### config.mk
export PLATFORM = sky130hd
export DESIGN_NAME = apb_master
export DESIGN_NICKNAME = d
export VERILOG_FILES = /design/src/rtl/apb_pkg.sv /design/src/rtl/apb_wait_timer.sv /design/src/rtl/apb_master.sv
export SDC_FILE = /design/constraint.sdc
export NUM_CORES = 1
export LEC_CHECK = 0
export ABC_AREA = 1
export ABC_CLOCK_PERIOD_IN_PS = 1550
export CORE_MARGIN = 3
export CORE_UTILIZATION = 37
export DETAILED_ROUTE_END_ITERATION = 7
export PLACE_DENSITY = 0.84
export SLEW_MARGIN = 40
export SYNTH_ARGS = -nofsm -noshare
export SYNTH_HDL_FRONTEND = slang
export SYNTH_SLANG_ARGS = --single-unit
### constraint.sdc
create_clock -name pclk -period 1.55 [get_ports pclk]
set_input_delay 0.155 -clock pclk [delete_from_list [all_inputs] [get_ports pclk]]
set_output_delay 0.155 -clock pclk [all_outputs]
set_load 0.03 [all_outputs]
### src/rtl/apb_pkg.sv
// Shared APB definitions: FSM state encoding (common with the slave bank),
// default bus widths and the response error code.
package apb_pkg;

  typedef enum logic [1:0] {
    IDLE   = 2'b00,
    SETUP  = 2'b01,
    ACCESS = 2'b10
  } apb_state_e;

  localparam int APB_ADDR_LENGTH = 8;
  localparam int APB_DATA_LENGTH = 32;

  // Value driven on rsp_err when a transfer is aborted by the wait-state timer.
  localparam logic RSP_ERR_TIMEOUT = 1'b1;
  localparam logic RSP_ERR_OK      = 1'b0;

endpackage

### src/rtl/apb_wait_timer.sv
// Wait-state timer: counts pready-low ACCESS cycles, flags the last allowed one.
// Latency: count updates on the clock edge after clr/inc; expired is combinational on the count.
// Backpressure: none; saturates instead of wrapping. TIMEOUT=0 never expires.
module apb_wait_timer #(
  parameter int TIMEOUT = 16
) (
  input  logic pclk,
  input  logic prst_n,
  input  logic clr,
  input  logic inc,
  output logic expired
);

  localparam int CW = (TIMEOUT > 0) ? $clog2(TIMEOUT + 1) : 1;
  localparam logic [CW-1:0] LAST = CW'((TIMEOUT > 0) ? TIMEOUT - 1 : 0);
  localparam bit ENABLED = (TIMEOUT != 0);

  logic [CW-1:0] cnt;

  always_ff @(posedge pclk or negedge prst_n) begin
    if (!prst_n) begin
      cnt <= '0;
    end else if (clr) begin
      cnt <= '0;
    end else if (inc && (cnt != '1)) begin
      cnt <= cnt + 1'b1;
    end
  end

  assign expired = ENABLED && (cnt == LAST);

endmodule

### src/rtl/apb_master.sv
// Single-outstanding APB requester with a one-entry response register and wait-state abort.
// Latency: psel from accept edge E0, penable from E1, response from E2 plus one edge per wait state.
// Backpressure: cmd_ready only in IDLE with an empty response slot; rsp_valid held until rsp_ready.
module apb_master
  import apb_pkg::*;
#(
  parameter int ADDR_LENGTH = APB_ADDR_LENGTH,
  parameter int DATA_LENGTH = APB_DATA_LENGTH,
  parameter int TIMEOUT     = 16
) (
  input  logic                   pclk,
  input  logic                   prst_n,
  input  logic                   cmd_valid,
  output logic                   cmd_ready,
  input  logic                   cmd_write,
  input  logic [ADDR_LENGTH-1:0] cmd_addr,
  input  logic [DATA_LENGTH-1:0] cmd_wdata,
  output logic                   rsp_valid,
  input  logic                   rsp_ready,
  output logic [DATA_LENGTH-1:0] rsp_rdata,
  output logic                   rsp_err,
  output logic                   psel,
  output logic                   penable,
  output logic                   pwrite,
  output logic [ADDR_LENGTH-1:0] paddr,
  output logic [DATA_LENGTH-1:0] pwdata,
  input  logic                   pready,
  input  logic [DATA_LENGTH-1:0] prdata
);

  apb_state_e             state, state_nxt;
  logic                   psel_nxt, penable_nxt;
  logic                   rsp_valid_nxt, rsp_err_nxt;
  logic [DATA_LENGTH-1:0] rsp_rdata_nxt;
  logic                   cmd_fire;
  logic                   tmr_clr, tmr_inc, tmr_expired;

  // The response slot blocks acceptance even in the cycle it is being drained.
  assign cmd_ready = (state == IDLE) && !rsp_valid;
  assign cmd_fire  = cmd_valid && cmd_ready;

  apb_wait_timer #(
    .TIMEOUT (TIMEOUT)
  ) u_wait_timer (
    .pclk    (pclk),
    .prst_n  (prst_n),
    .clr     (tmr_clr),
    .inc     (tmr_inc),
    .expired (tmr_expired)
  );

  always_comb begin
    state_nxt     = state;
    psel_nxt      = psel;
    penable_nxt   = penable;
    rsp_valid_nxt = rsp_valid;
    rsp_err_nxt   = rsp_err;
    rsp_rdata_nxt = rsp_rdata;
    tmr_clr       = 1'b0;
    tmr_inc       = 1'b0;

    if (rsp_valid && rsp_ready) begin
      rsp_valid_nxt = 1'b0;
    end

    case (state)
      IDLE: begin
        if (cmd_fire) begin
          state_nxt   = SETUP;
          psel_nxt    = 1'b1;
          penable_nxt = 1'b0;
        end
      end
      SETUP: begin
        state_nxt   = ACCESS;
        penable_nxt = 1'b1;
        tmr_clr     = 1'b1;
      end
      ACCESS: begin
        // Completion takes priority over an abort on the same edge.
        if (pready) begin
          state_nxt     = IDLE;
          psel_nxt      = 1'b0;
          penable_nxt   = 1'b0;
          rsp_valid_nxt = 1'b1;
          rsp_err_nxt   = RSP_ERR_OK;
          rsp_rdata_nxt = pwrite ? '0 : prdata;
        end else if (tmr_expired) begin
          state_nxt     = IDLE;
          psel_nxt      = 1'b0;
          penable_nxt   = 1'b0;
          rsp_valid_nxt = 1'b1;
          rsp_err_nxt   = RSP_ERR_TIMEOUT;
          rsp_rdata_nxt = '0;
        end else begin
          tmr_inc = 1'b1;
        end
      end
      default: begin
        state_nxt   = IDLE;
        psel_nxt    = 1'b0;
        penable_nxt = 1'b0;
      end
    endcase
  end

  always_ff @(posedge pclk or negedge prst_n) begin
    if (!prst_n) begin
      state     <= IDLE;
      psel      <= 1'b0;
      penable   <= 1'b0;
      rsp_valid <= 1'b0;
      rsp_err   <= 1'b0;
      rsp_rdata <= '0;
    end else begin
      state     <= state_nxt;
      psel      <= psel_nxt;
      penable   <= penable_nxt;
      rsp_valid <= rsp_valid_nxt;
      rsp_err   <= rsp_err_nxt;
      rsp_rdata <= rsp_rdata_nxt;
    end
  end

  // Address/data only load on accept, so they stay frozen while psel is high.
  always_ff @(posedge pclk or negedge prst_n) begin
    if (!prst_n) begin
      pwrite <= 1'b0;
      paddr  <= '0;
      pwdata <= '0;
    end else if (cmd_fire) begin
      pwrite <= cmd_write;
      paddr  <= cmd_addr;
      pwdata <= cmd_wdata;
    end
  end

endmodule

* Word-level counts from Yosys, hierarchy flattened *
Cells that the tools add are included.

cells by class
  add/subtract/negate cells = 1
  reduce and logical (&&, ||, !) cells = 11
  equal/unequal tests = 6
  multipliers = 0
  bitwise logic cells = 1
  magnitude comparators = 0
  mux-type cells = 25
  shift-type cells = 0
  div/mod/pow operators = 0

operators with widths
  operator                                                               number
  32-bit two-way mux                                                     3
  1-bit two-way mux                                                      14
  5-bit two-way mux                                                      2
  2-bit two-way mux                                                      3
  1-bit case mux with 3 select lines                                     2
  2-bit case mux with 3 select lines                                     1
  5-bit by 1-bit adder with 5-bit output, second input constant          1
  5-bit by 4-bit equality test with 1-bit output, second input constant  1
  5-bit != test, second input constant                                   1
  1-bit logical AND                                                      4
  2-bit AND reduction                                                    2
  2-bit nonzero test                                                     2
  3-bit != test, second input constant                                   1
  3-bit AND reduction                                                    1
  2-bit by 1-bit equality test with 1-bit output, second input constant  1
  2-bit equality test, second input constant                             1
  2-bit zero test                                                        1
  2-bit != test, second input constant                                   1
  1-bit zero test                                                        1
  1-bit inverter                                                         1

storage, ports and cells
  output and inout bits = 78
  logic and storage cells = 54
  RAM bits = 0
  register bits = 84
  latch bits = 0
  memories kept = 0
  ROM bits = 0
  input bits = 78

* Longest topological paths before layout *
  word-level depth = 7
  depth in mapped cells = 9

* Hierarchy *
Synthesis repeated with hierarchy kept, for this count alone.

unflattened totals
  cell total of the unflattened synthesis = 380
  area total of the unflattened synthesis = 3,404.5 um2

by module, submodules not included
  module          cells an instance  area each (um2)  times used
  apb_master      343                3,124.2          1
  apb_wait_timer  37                 280.3            1

* Worst setup path after synthesis *
Ideal clock, no wire load.

  path kind = register -> register
  start point = register u_wait_timer.cnt[0]
  end point = register rsp_rdata[10]
  arrival time = 1,455 ps
  slack = -36 ps
  period minus slack after synthesis = 1,586 ps
  path buffers = 1
  cell stages (with the launch flop) = 8
  library setup time = 130 ps
  cell sequence = dfrtp_1 ha_1 nand2_1 nor2_1 ha_1 o21ai_2 clkbuf_1 o21ai_1

between the ends
  cells in the longest elaborated chain, start to end = 3

ends and longest elaborated chain
  what                                            RTL line              text
  start: declaration                              apb_wait_timer.sv:18  logic [CW-1:0] cnt;
  start signal: assignment                        apb_wait_timer.sv:26  cnt <= cnt + 1'b1;
  5-bit by 4-bit equality test with 1-bit output  apb_wait_timer.sv:30  assign expired = ENABLED && (cnt == LAST);
  2-bit nonzero test (no source line)             -
  2-bit AND reduction (no source line)            -
  end signal: assignment                          apb_master.sv:121     rsp_rdata <= rsp_rdata_nxt;
  end: declaration                                apb_master.sv:20      output logic [DATA_LENGTH-1:0] rsp_rdata,

Every way passes these cells.
A chain may end at the register's enable or synchronous reset.

* Final worst setup path *
  start point = register u_wait_timer.cnt[0]
  end point = register rsp_rdata[7]

Same word-level chain as after synthesis.

==> flow_summary.toml <==
[run_status]
status = "complete, but fails checks"
violations = "setup timing"

[synthesis]
ys_seq_area_share_pct = 61.8
synth_nets = 451
synth-seq-cells = 83
async_reset_ff_share_pct = 100
synth_edf_count = 0
syn-instance-count = 370
ys_warn_count = 0
avgSynthCellArea_um2 = 9.09
synth.distinct_cells = 21
synth_ff_type = "dfrtp_1"
synth_area_um2 = 3360

[worst_setup_path]
crit_fanout = 16
crit_chain = "ha_2 > nand2_2 > nor2_4 > ha_4 > o21ai_4 > buf_12 > buf_16 > nand2_1 > o21ai_2"
critical_path.top_delay_family = "flip-flops"
worstSetupEndpointType = "flop"
rr_startpoint = "u_wait_timer.cnt[0]"
required_ps = 1820
path_buf_inv = 2
timing_worst_setup_path_type = "reg -> reg"
crit_path_start_kind = "flop"
cp.arrival_ps = 1880
slowest_stage = "dfrtp_1"
startpoint = "u_wait_timer.cnt[0]"
critPathMaxStageDelay_ps = 400

[finish]
layout-drive-gt1-share_pct = 11.8
final_cell_mix = "nand2_1 (191), dfrtp_1 (83), clkdlybuf4s50_1 (76)"
final_core_util_pct = 62.2
final_common_cell = "nand2_1"
area_growth_pct = 61.9
filler_cell_count = 740
nets = 617
final-seq-area_um2 = 2080
antennaDiodeCount = 0
multiInputGateArea_um2 = 1200
layout.cells.non_filler = 649

[global_routing]
antenna_found_initial = 0
grt_max_degree = 45
gr-total-overflow = 0
grt_pass1_wl_mm = 14.6
grt_pass1_vias = 3061
grt_usage_pct = 17.8

[die]
dieWidth_um = 101
ios = 156
rows = 34
die_area_um2 = 10300
die_h_um = 101
start_util_pct = 38.4
core-area_um2 = 8760

[timing]
finalCritPeriodShare_pct = 104
tightest_slew_ps = 414
period_minus_slack_ps = 1610
max_slew_margin_pct = 72.4
rsz0062_at_grt = "true"
hold_viol = 0
fin_ws_ps = -60.9
setup_tns_ps = -299
setup_viol = 12
fin_skew_ps = 10.2
max_freq_mhz = 621
drv_slew = 0
hold_ws_ps = 289

[route]
wl_per_cell_um = 14.8
first_pass_iters = 4
num_vias = 3073
drc = 0
routed_via_density = 4.73
antenna_left = 0
totalWireLength_mm = 9.61
drt_iter0_drc = 89

[place]
pre_cts_ws_ps = -113
dp_cells = 625
hpwlAfterDp_mm = 6.30
place_congestion = 0.745
portBuffers = 155

[clock_network]
cts_max_level = 3
cts.sinks = 83
cts.path.max_buffers = 2
clk_latency_ps = 340
cts_made_buffers = 9
path_clk_slew_ps = 80
cts_tree = "built"
root_buffer = "clkbuf_8"

[flow_run]
maxCapViolCount = 0

[power]
p_per_area_nw_per_um2 = 1970
peakVddDrop_v = 0.00109
p_leak_uw = 0.00306

[min_path]
hold_path.class = "in -> async"
[where the power goes]
group	switching [uW]	total [uW]	internal (uW)
Sequential	547	3610	3060
Clock	752	1540	788
Combinational	3550	5580	2030
Total	4850	10700	5880
[stage by stage]
stage / power, uW / area (um^2)
final: 10700 / 5450
after global routing: 11400 / 5450
after CTS: 10700 / 5310
after detailed placement: 9370 / 5030
after global placement: 9170 / 5030
after floorplan: 6910 / 3370
[final timing paths]
check                                end  slack (ps)  cells past startpoint
max                         rsp_rdata[7]         -60                      9
min                        rsp_rdata[11]         290                      2
max reg2reg                 rsp_rdata[7]         -60                      9
min reg2reg                         psel         480                      2
max in group asynchronous     pwdata[18]         690                      3
min in group pclk              pwdata[6]         340                      3
[state kept, by name (all words and copies together) (netlist names)]
| name | count |
|---|---|
| paddr | 8 |
| psel | 1 |
| pwdata | 32 |
| pwrite | 1 |
| rsp_err | 1 |
| rsp_rdata | 32 |
| rsp_valid | 1 |
| state | 2 |
| u_wait_timer.cnt | 5 |
[layout make-up]
class	count	area share, %
clock buffers	12	2.66
clock inverters	4	0.919
repair buffers	173	33.1
multi-input cells	260	22.1
inverters	9	0.643
flip-flops and latches	83	38.1
well taps	108	2.48
[cell families after synthesis]
family / after synthesis / synth area share, %
flops: 83 / 61.8
simple gates: 219 / 25.7
compound gates: 38 / 6.21
fa+ha+maj: 3 / 1.12
buf+inv: 27 / 5.17
[synthesized netlist by cell type, types with 3 or more instances]
library cell | instances | share of area, %
nand3_1 | 6 | 0.89
ha_1 | 3 | 1.1
dfrtp_1 | 83 | 62
buf_2 | 9 | 1.3
o21ai_0 | 5 | 0.74
inv_1 | 7 | 0.78
buf_6 | 8 | 2.7
o21ai_1 | 28 | 4.2
nor2_1 | 4 | 0.45
nand2_1 | 202 | 23
o21ai_2 | 5 | 1.3
[per-layer routing]
layer | up-vias | share of wire [%] | GRT usage (%)
li1 | 1483 | - | -
met1 | 1453 | 41 | 21.9
met2 | 129 | 50 | 30.1
met3 | 8 | 7.7 | 6.20
met4 | 0 | 0.60 | 4.70
met5 | - | 0 | 0
[timing repair]
item,4_1_cts,5_1_grt
pin swaps,1,1
setup buffers,3,0
cloned,3,1
gates resized for setup,62,42
hold buffers,1,0
endpoints found under the hold margin,28,0
endpoints found under the setup margin,92,63
(Power assumes the default switching activity.)
